## src/rtl/pipelined_prefix_adder.sv

```systemverilog
// Pipelined Brent-Kung adder/subtractor with a valid/ready handshake.
// Group P/G generation, a prefix tree for group carries, then group sums and flags.
module pipelined_prefix_adder #(
    parameter int WIDTH     = 64,
    parameter int GROUPSIZE = 8,
    parameter int STAGES    = 2,
    parameter int TAG_W     = 4
) (
    input  logic             clk,
    input  logic             rst_n,
    input  logic             in_valid,
    output logic             in_ready,
    input  logic [WIDTH-1:0] in_a,
    input  logic [WIDTH-1:0] in_b,
    input  logic             in_cin,
    input  logic             in_sub,
    input  logic [TAG_W-1:0] in_tag,
    output logic             out_valid,
    input  logic             out_ready,
    output logic [WIDTH-1:0] out_sum,
    output logic             out_cout,
    output logic             out_ovf,
    output logic             out_zero,
    output logic [TAG_W-1:0] out_tag
);
    localparam int NG     = WIDTH / GROUPSIZE;
    localparam int LOG_NG = $clog2(NG);

    typedef struct packed {
        logic [WIDTH-1:0] a;
        logic [WIDTH-1:0] b;
        logic             c0;
        logic [NG-1:0]    gg;
        logic [NG-1:0]    gp;
        logic [TAG_W-1:0] tag;
    } pg_t;

    typedef struct packed {
        logic [WIDTH-1:0] a;
        logic [WIDTH-1:0] b;
        logic [NG-1:0]    gc;
        logic             cout;
        logic [TAG_W-1:0] tag;
    } cy_t;

    logic              advance_s;
    logic [STAGES-1:0] valid_r;
    logic [STAGES-1:0] feed_valid_s;
    pg_t               pg_s;
    pg_t               pg_q;
    cy_t               cy_s;
    cy_t               cy_q;
    logic              grp_g_s;
    logic              grp_p_s;
    logic [NG-1:0]     pfx_g_s;
    logic [NG-1:0]     pfx_p_s;
    logic [WIDTH-1:0]  sum_s;
    logic              carry_s;
    logic              ovf_s;
    logic              zero_s;

    // Global stall: the whole pipe moves only when the output slot can be vacated.
    assign advance_s = !valid_r[STAGES-1] || out_ready;
    assign in_ready  = advance_s;
    assign out_valid = valid_r[STAGES-1];

    // Valid bit each slot would take on an advance.
    always_comb begin
        feed_valid_s    = '0;
        feed_valid_s[0] = in_valid;
        for (int i = 1; i < STAGES; i++) begin
            feed_valid_s[i] = valid_r[i-1];
        end
    end

    // Slot valid bits shift forward on every advance.
    always_ff @(posedge clk) begin
        if (!rst_n) begin
            valid_r <= '0;
        end else if (advance_s) begin
            valid_r <= feed_valid_s;
        end else begin
            valid_r <= valid_r;
        end
    end

    // Operand transform and per-group generate/propagate (ripple inside each group).
    always_comb begin
        pg_s     = '0;
        grp_g_s  = 1'b0;
        grp_p_s  = 1'b1;
        pg_s.a   = in_a;
        pg_s.b   = in_sub ? ~in_b : in_b;
        pg_s.c0  = in_sub ? 1'b1 : in_cin;
        pg_s.tag = in_tag;
        for (int g = 0; g < NG; g++) begin
            grp_g_s = 1'b0;
            grp_p_s = 1'b1;
            for (int j = 0; j < GROUPSIZE; j++) begin
                grp_g_s = (pg_s.a[g*GROUPSIZE+j] & pg_s.b[g*GROUPSIZE+j]) |
                          ((pg_s.a[g*GROUPSIZE+j] ^ pg_s.b[g*GROUPSIZE+j]) & grp_g_s);
                grp_p_s = grp_p_s & (pg_s.a[g*GROUPSIZE+j] ^ pg_s.b[g*GROUPSIZE+j]);
            end
            pg_s.gg[g] = grp_g_s;
            pg_s.gp[g] = grp_p_s;
        end
    end

    generate
        if (STAGES == 3) begin : g_pg_reg
            // Optional slot after group P/G.
            always_ff @(posedge clk) begin
                if (!rst_n) begin
                    pg_q <= '0;
                end else if (advance_s && feed_valid_s[0]) begin
                    pg_q <= pg_s;
                end else begin
                    pg_q <= pg_q;
                end
            end
        end else begin : g_pg_wire
            assign pg_q = pg_s;
        end
    endgenerate

    // Brent-Kung prefix over group (G,P): up-sweep then down-sweep, then apply c0.
    always_comb begin
        pfx_g_s = pg_q.gg;
        pfx_p_s = pg_q.gp;
        cy_s    = '0;
        for (int d = 0; d < LOG_NG; d++) begin
            for (int k = (2 << d) - 1; k < NG; k += (2 << d)) begin
                pfx_g_s[k] = pfx_g_s[k] | (pfx_p_s[k] & pfx_g_s[k-(1<<d)]);
                pfx_p_s[k] = pfx_p_s[k] & pfx_p_s[k-(1<<d)];
            end
        end
        for (int d = LOG_NG - 2; d >= 0; d--) begin
            for (int k = 3 * (1 << d) - 1; k < NG; k += (2 << d)) begin
                pfx_g_s[k] = pfx_g_s[k] | (pfx_p_s[k] & pfx_g_s[k-(1<<d)]);
                pfx_p_s[k] = pfx_p_s[k] & pfx_p_s[k-(1<<d)];
            end
        end
        cy_s.a     = pg_q.a;
        cy_s.b     = pg_q.b;
        cy_s.tag   = pg_q.tag;
        cy_s.gc[0] = pg_q.c0;
        for (int k = 1; k < NG; k++) begin
            cy_s.gc[k] = pfx_g_s[k-1] | (pfx_p_s[k-1] & pg_q.c0);
        end
        cy_s.cout = pfx_g_s[NG-1] | (pfx_p_s[NG-1] & pg_q.c0);
    end

    generate
        if (STAGES >= 2) begin : g_cy_reg
            // Optional slot after the prefix tree.
            always_ff @(posedge clk) begin
                if (!rst_n) begin
                    cy_q <= '0;
                end else if (advance_s && feed_valid_s[STAGES-2]) begin
                    cy_q <= cy_s;
                end else begin
                    cy_q <= cy_q;
                end
            end
        end else begin : g_cy_wire
            assign cy_q = cy_s;
        end
    endgenerate

    // Group sums from their carry-in, plus overflow and zero flags ahead of the output register.
    always_comb begin
        sum_s   = '0;
        carry_s = 1'b0;
        for (int g = 0; g < NG; g++) begin
            carry_s = cy_q.gc[g];
            for (int j = 0; j < GROUPSIZE; j++) begin
                sum_s[g*GROUPSIZE+j] = cy_q.a[g*GROUPSIZE+j] ^ cy_q.b[g*GROUPSIZE+j] ^ carry_s;
                carry_s = (cy_q.a[g*GROUPSIZE+j] & cy_q.b[g*GROUPSIZE+j]) |
                          ((cy_q.a[g*GROUPSIZE+j] ^ cy_q.b[g*GROUPSIZE+j]) & carry_s);
            end
        end
        ovf_s  = (cy_q.a[WIDTH-1] == cy_q.b[WIDTH-1]) && (sum_s[WIDTH-1] != cy_q.a[WIDTH-1]);
        zero_s = (sum_s == '0);
    end

    // Output slot; payload loads only when a valid result moves in, so held results stay stable.
    always_ff @(posedge clk) begin
        if (!rst_n) begin
            out_sum  <= '0;
            out_cout <= 1'b0;
            out_ovf  <= 1'b0;
            out_zero <= 1'b0;
            out_tag  <= '0;
        end else if (advance_s && feed_valid_s[STAGES-1]) begin
            out_sum  <= sum_s;
            out_cout <= cy_q.cout;
            out_ovf  <= ovf_s;
            out_zero <= zero_s;
            out_tag  <= cy_q.tag;
        end else begin
            out_sum  <= out_sum;
            out_cout <= out_cout;
            out_ovf  <= out_ovf;
            out_zero <= out_zero;
            out_tag  <= out_tag;
        end
    end

endmodule

```

## config.mk

```make
export PLATFORM = sky130hd
export DESIGN_NAME = pipelined_prefix_adder
export DESIGN_NICKNAME = d
export VERILOG_FILES = /design/src/rtl/pipelined_prefix_adder.sv
export SDC_FILE = /design/constraint.sdc
export NUM_CORES = 1
export LEC_CHECK = 0
export ABC_AREA = 0
export ABC_CLOCK_PERIOD_IN_PS = 4400
export CAP_MARGIN = 40
export CORE_MARGIN = 1
export CORE_UTILIZATION = 50
export CTS_CLUSTER_SIZE = 8
export DETAILED_ROUTE_END_ITERATION = 10
export PLACE_DENSITY = 0.77
export RECOVER_POWER = 100
export SETUP_SLACK_MARGIN = 0.2
export SYNTH_ARGS = -nofsm -noshare
export SYNTH_HDL_FRONTEND = slang
export SYNTH_SLANG_ARGS = --single-unit
export TNS_END_PERCENT = 30
```

## constraint.sdc

```tcl
create_clock -name clk -period 4.4 [get_ports clk]
set_input_delay 0.66 -clock clk [delete_from_list [all_inputs] [get_ports clk]]
set_output_delay 0.66 -clock clk [all_outputs]
set_load 0.05 [all_outputs]
```

### Word-level counts from Yosys, hierarchy flattened

Cells that the tools add are included.

| storage, ports and cells | value |
|---|---|
| bits in registers | 214 |
| bits of input ports | 138 |
| output and inout port bits | 73 |
| logic and storage cells | 663 |

| operators by class | value |
|---|---|
| eq/ne operators | 2 |
| mux-type cells | 2 |
| bitwise operators | 642 |
| reduce and logical (&&, ||, !) cells | 6 |

Operators by type and width:

| operator | number |
|---|---|
| 1-bit AND | 318 |
| 1-bit bitwise XOR | 192 |
| 1-bit bitwise OR | 131 |
| 64-bit zero test | 1 |
| 64-bit two-way mux | 1 |
| 64-bit inverter | 1 |
| 1-bit logical AND | 3 |
| 1-bit equality test | 1 |
| 1-bit zero test | 1 |
| 1-bit logical OR | 1 |
| 1-bit two-way mux | 1 |
| 1-bit != test | 1 |

### Logic depth before layout (Yosys ltp)

| logic depth | value |
|---|---|
| depth in word-level cells | 26 |
| depth in mapped cells | 14 |
| depth with buffers taken out | 14 |

### Least setup slack after synthesis

Ideal clock, no wire load.

| timing path | value |
|---|---|
| kind | reg2reg |
| start | reg cy_q[7] (netlist name) |
| end | reg out_zero |
| setup time | 0.076 ns |
| arrival time | 3.776 ns |
| required time | 4.324 ns |
| slack | 0.548 ns |
| cell stages (with the launch flop) | 15 |
| buffers on the path | 0 |
| clock period less this slack | 3.852 ns |
| cells stage by stage | dfxtp_1 inv_1 fa_1 inv_1 fa_1 fa_1 fa_1 fa_1 fa_1 fa_1 nor4b_1 nand4_1 nor4_1 nand4_1 a21boi_0 |

| between the ends | value |
|---|---|
| elaborated cells between the ends (all ways) | 23 |
| classes of those cells | bitwise (22); reduce/logical (1) |

RTL lines:

| element | line | RTL |
|---|---|---|
| start, declared | 52 | `cy_t cy_q;` |
| start signal, assigned | 160 | `cy_q <= cy_s;` |
| start signal, assigned | 162 | `cy_q <= cy_q;` |
| 1-bit AND | 179 | `((cy_q.a[g*GROUPSIZE+j] ^ cy_q.b[g*GROUPSIZE+j]) & carry_s);` |
| 1-bit bitwise OR | 178 | `carry_s = (cy_q.a[g*GROUPSIZE+j] & cy_q.b[g*GROUPSIZE+j]) \|` |
| 1-bit AND | 179 |  |
| 1-bit bitwise OR | 178 |  |
| 1-bit AND | 179 |  |
| 1-bit bitwise OR | 178 |  |
| 1-bit AND | 179 |  |
| 1-bit bitwise OR | 178 |  |
| 1-bit AND | 179 |  |
| 1-bit bitwise OR | 178 |  |
| 1-bit AND | 179 |  |
| 1-bit bitwise OR | 178 |  |
| 1-bit bitwise XOR | 177 | `sum_s[g*GROUPSIZE+j] = cy_q.a[g*GROUPSIZE+j] ^ cy_q.b[g*GROUPSIZE+j] ^ carry_s;` |
| via sum_s[22] | 57 | `logic [WIDTH-1:0] sum_s;` |
| 64-bit zero test | 183 | `zero_s = (sum_s == '0);` |
| end signal, assigned | 198 | `out_zero <= zero_s;` |
| end signal, assigned | 204 | `out_zero <= out_zero;` |
| end, declared | 23 | `output logic out_zero,` |

The timed path passes the listed nets, and every way through them passes these cells.
A chain may end at the register's enable or synchronous reset.

### Final worst setup path

| timing path | value |
|---|---|
| start | reg cy_q[5] (netlist name) |
| end | reg out_zero |

The elaborated chain is that of the path after synthesis.

==> flow_summary.ini <==
[timing]
skew_ns = 0.00839
fmax_mhz = 245
worst_pin_slew_ns = 2.54
timing.hold.ws_ns = 0.451
drv_slew = 189
finalSetupViolCount = 0
tns_ns = 0
rsz0062_at_grt = no
fin_crit_sh_pct = 92.9
fin_crit_ns = 4.09
setup_ws_ns = 0.311
hold_viol = 0
relSlewSlack_pct = -69.5

[yosys]
syn_inst = 1294
synth_cell_types = 46
synth_compound_area_share_pct = 13.6
synth-seq-cells = 214
synthesis.nets = 1552
synth_fa_ha_area_share_pct = 16.8
synth_flop_cell = dfxtp_1
async_reset_ff_share_pct = 0
avgSynthCellArea_um2 = 8.86
muxShareOfSynthArea_pct = 0
synth.cell_area_um2 = 11500
synth_top_family_by_area = simple AND/OR/NAND/NOR gates
yosys.area_share.simple_pct = 21.5
ys_seq_area_share_pct = 37.4
synth_edf_count = 0
yosys_warnings = 0
synth_xor_area_share_pct = 6.11

[worst_setup_path]
crit_path_end_kind = flop
rr_worst_depth = 12
crit_buf_inv = 0
start_kind = flop
rr_endpoint = out_zero$_SDFFE_PN0P_
path_class = flop to flop
crit_required_ns = 4.86
rrSetupSlack_ns = 0.31
critPathArrivalTime_ns = 4.55
crit_top_cell = fa_1
worst_path_max_delay_cell = fa_1
cp_slowest_stage_delay_ns = 0.52
crit_end = out_zero$_SDFFE_PN0P_
timing.rr.start = cy_q[5]$_SDFFE_PN0P_
worst-path-stages = 12
path_cells = fa_1 -> fa_1 -> fa_1 -> fa_1 -> fa_2 -> fa_2 -> fa_1 -> nor4_4 -> nand4_1 -> nor2_2 -> nand4_1 -> a21boi_1
cp_top_family = adder cells
path_max_fanout = 2
crit_start = cy_q[5]$_SDFFE_PN0P_

[clock_tree]
ctsHoldBuffers = 0
cts_made_buffers = 30
cts_tree = yes
postCtsSetupBuffers = 0
clock_sinks = 214
root_buffer = clkbuf_16
clk_pin_slew_ns = 0.05
clk_path_buf_depth = 3
clock_latency_ns = 0.54
h-tree-depth = 1

[cells_and_area]
stdcell_count = 1757
layout-drive-gt1-share_pct = 4.15
areaGrowthSynthToFinish_pct = 26.2
stdcell_area_um2 = 14500
nNetsFinal = 1729

[routing]
route.layer.met1.wl_um = 13300
drt_wl_total_um = 30300
wl_met2_um = 14000
wl_per_cell_um = 17.3
post-route-drc-count = 0
drtIter0Drc = 510
viasPerCell = 5.42
ant_nets = 0
route.met3.wl_um = 2180
dr.pass1.iters = 4
vias = 9523
top_layer = met4

[outcome]
status = finished with violations
violations = capacitance limit, slew limit

[floorplan]
start_util_pct = 50.8
design.die.area_um2 = 23500
die_y_um = 153
num_io_pins = 211
core-area_um2 = 22600
rows = 55
die_x_um = 153

[power_and_ir_drop]
p_per_area_nw_per_um2 = 374
p_leak_nw = 5.98
ir_drop_mv = 0.228

[global_route]
grt_pass1_vias = 9541
grt_max_degree = 91
grtUsageTotal_pct = 25.8
grt_pass1_wl_um = 48600
antenna_found_initial = 1
overflow = 0

[placement]
dp_cells = 1724
port-buffer-count = 210
routabilityCongestion = 0.875
pre_cts_ws_ns = 0.137
post_dp_cell_area_um2 = 13700
dp_hpwl_um = 22300

[run]
cap_violations = 3

[hold_path]
hp-class = flop to flop
[cells in the final DEF (no fill, tap or decap), types with 7 or more instances in the layout]
cell | synthesis | final
nand2_1 | 282 | 282
dfxtp_1 | 214 | 214
nor2_1 | 146 | 145
clkdlybuf4s50_1 | 0 | 134
a21boi_0 | 132 | 132
dlygate4sd3_1 | 0 | 74
nor3b_1 | 65 | 65
xor2_1 | 64 | 64
ha_1 | 64 | 64
fa_1 | 56 | 54
inv_1 | 35 | 36
clkbuf_16 | 0 | 31
o21ai_0 | 21 | 21
nand4_1 | 18 | 18
a21oi_1 | 17 | 17
xnor2_1 | 16 | 16
nor4_1 | 14 | 10
o211a_1 | 9 | 9
a211oi_1 | 9 | 9
nor3_1 | 8 | 8
o211ai_1 | 8 | 8
buf_4 | 14 | 7
[flip-flops by register name (all words and copies together) (netlist names)]
name      cells
cy_q        141
out_sum      64
out_tag       4
valid_r       2
out_cout      1
out_ovf       1
out_zero      1
[worst min path at each step]
stage                                  start                       end  slack [ns]  cells past startpoint
floorplan               cy_q[3]$_SDFFE_PN0P_   out_tag[3]$_SDFFE_PN0P_        0.44                      2
CTS                  out_sum[2]$_SDFFE_PN0P_   out_sum[2]$_SDFFE_PN0P_        0.47                      2
finish                 out_zero$_SDFFE_PN0P_     out_zero$_SDFFE_PN0P_        0.45                      2
global route        out_sum[43]$_SDFFE_PN0P_  out_sum[43]$_SDFFE_PN0P_        0.48                      2
global placement    out_sum[63]$_SDFFE_PN0P_  out_sum[63]$_SDFFE_PN0P_        0.45                      2
detailed placement   out_sum[2]$_SDFFE_PN0P_   out_sum[2]$_SDFFE_PN0P_        0.46                      2
[per-stage QoR]
step	power, mW	utilization, %
CTS	5.45	64.1
floorplan	2.95	-
global route	5.65	64.1
finish	5.41	64.1
global placement	3.40	60.5
detailed placement	3.42	60.6
[Yosys cell counts (2+ instances only)]
| cell | count | share of area (%) |
|---|---|---|
| nand2_1 | 282 | 9.2 |
| dfxtp_1 | 214 | 37 |
| nor2_1 | 146 | 4.8 |
| a21boi_0 | 132 | 8.6 |
| nor3b_1 | 65 | 4.3 |
| ha_1 | 64 | 7.0 |
| xor2_1 | 64 | 4.9 |
| fa_1 | 56 | 9.8 |
| buf_2 | 38 | 1.7 |
| inv_1 | 35 | 1.1 |
| clkbuf_1 | 25 | 0.82 |
| o21ai_0 | 21 | 0.92 |
| nand4_1 | 18 | 0.98 |
| a21oi_1 | 17 | 0.74 |
| xnor2_1 | 16 | 1.2 |
| buf_4 | 14 | 0.92 |
| nor4_1 | 14 | 0.76 |
| a211oi_1 | 9 | 0.59 |
| o211a_1 | 9 | 0.79 |
| nor3_1 | 8 | 0.35 |
| o211ai_1 | 8 | 0.52 |
| nand3_1 | 6 | 0.26 |
| o21ai_1 | 4 | 0.17 |
| nor4b_1 | 3 | 0.23 |
| a221oi_2 | 2 | 0.26 |
| a31oi_1 | 2 | 0.11 |
| and2_1 | 2 | 0.11 |
| o21a_1 | 2 | 0.13 |
[worst min-delay path, delay by kind of cell (launching register included)]
| kind | cells | cell delay (ns) |
|---|---|---|
| simple gates | 1 | 0.05 |
| compound gates | 1 | 0.05 |
| flops | 1 | 0.30 |
[cell type report]
class	count	area (um^2)
clock buffer	32	790
antenna	1	2.50
sequential	214	4280
tap	285	357
fill	1890	8110
multi-input combinational	966	6690
timing repair buffer	223	2200
inverter	36	135
[where the power goes]
part	total [mW]	switching, mW	internal [mW]
clock	2.02	0.786	1.23
sequential	2.17	0.0939	2.08
combinational	1.22	0.713	0.512
[cell families (layout without fill, tap and decap cells)]
| group | after synthesis | count (layout) |
|---|---|---|
| adder cells (fa/ha/maj) | 120 | 120 |
| AO/OA/AOI/OAI | 214 | 214 |
| XOR/XNOR | 80 | 80 |
| AND/OR/NAND/NOR | 552 | 552 |
| other | 0 | 1 |
| flip-flops | 214 | 214 |
| buffers and inverters | 114 | 291 |
[layer usage]
metal  track usage (%)  vias up
li1                  -     4635
met1              34.2     4547
met2              42.8      288
met3              4.93       53
met4              7.48        0
met5                 0        -
[what timing repair did]
item	in CTS	in global routing
setup endpoints to repair	1	1
gates resized for setup	1	15
pin swaps	0	10
No activity file was read; power rests on OpenSTA's default activity.
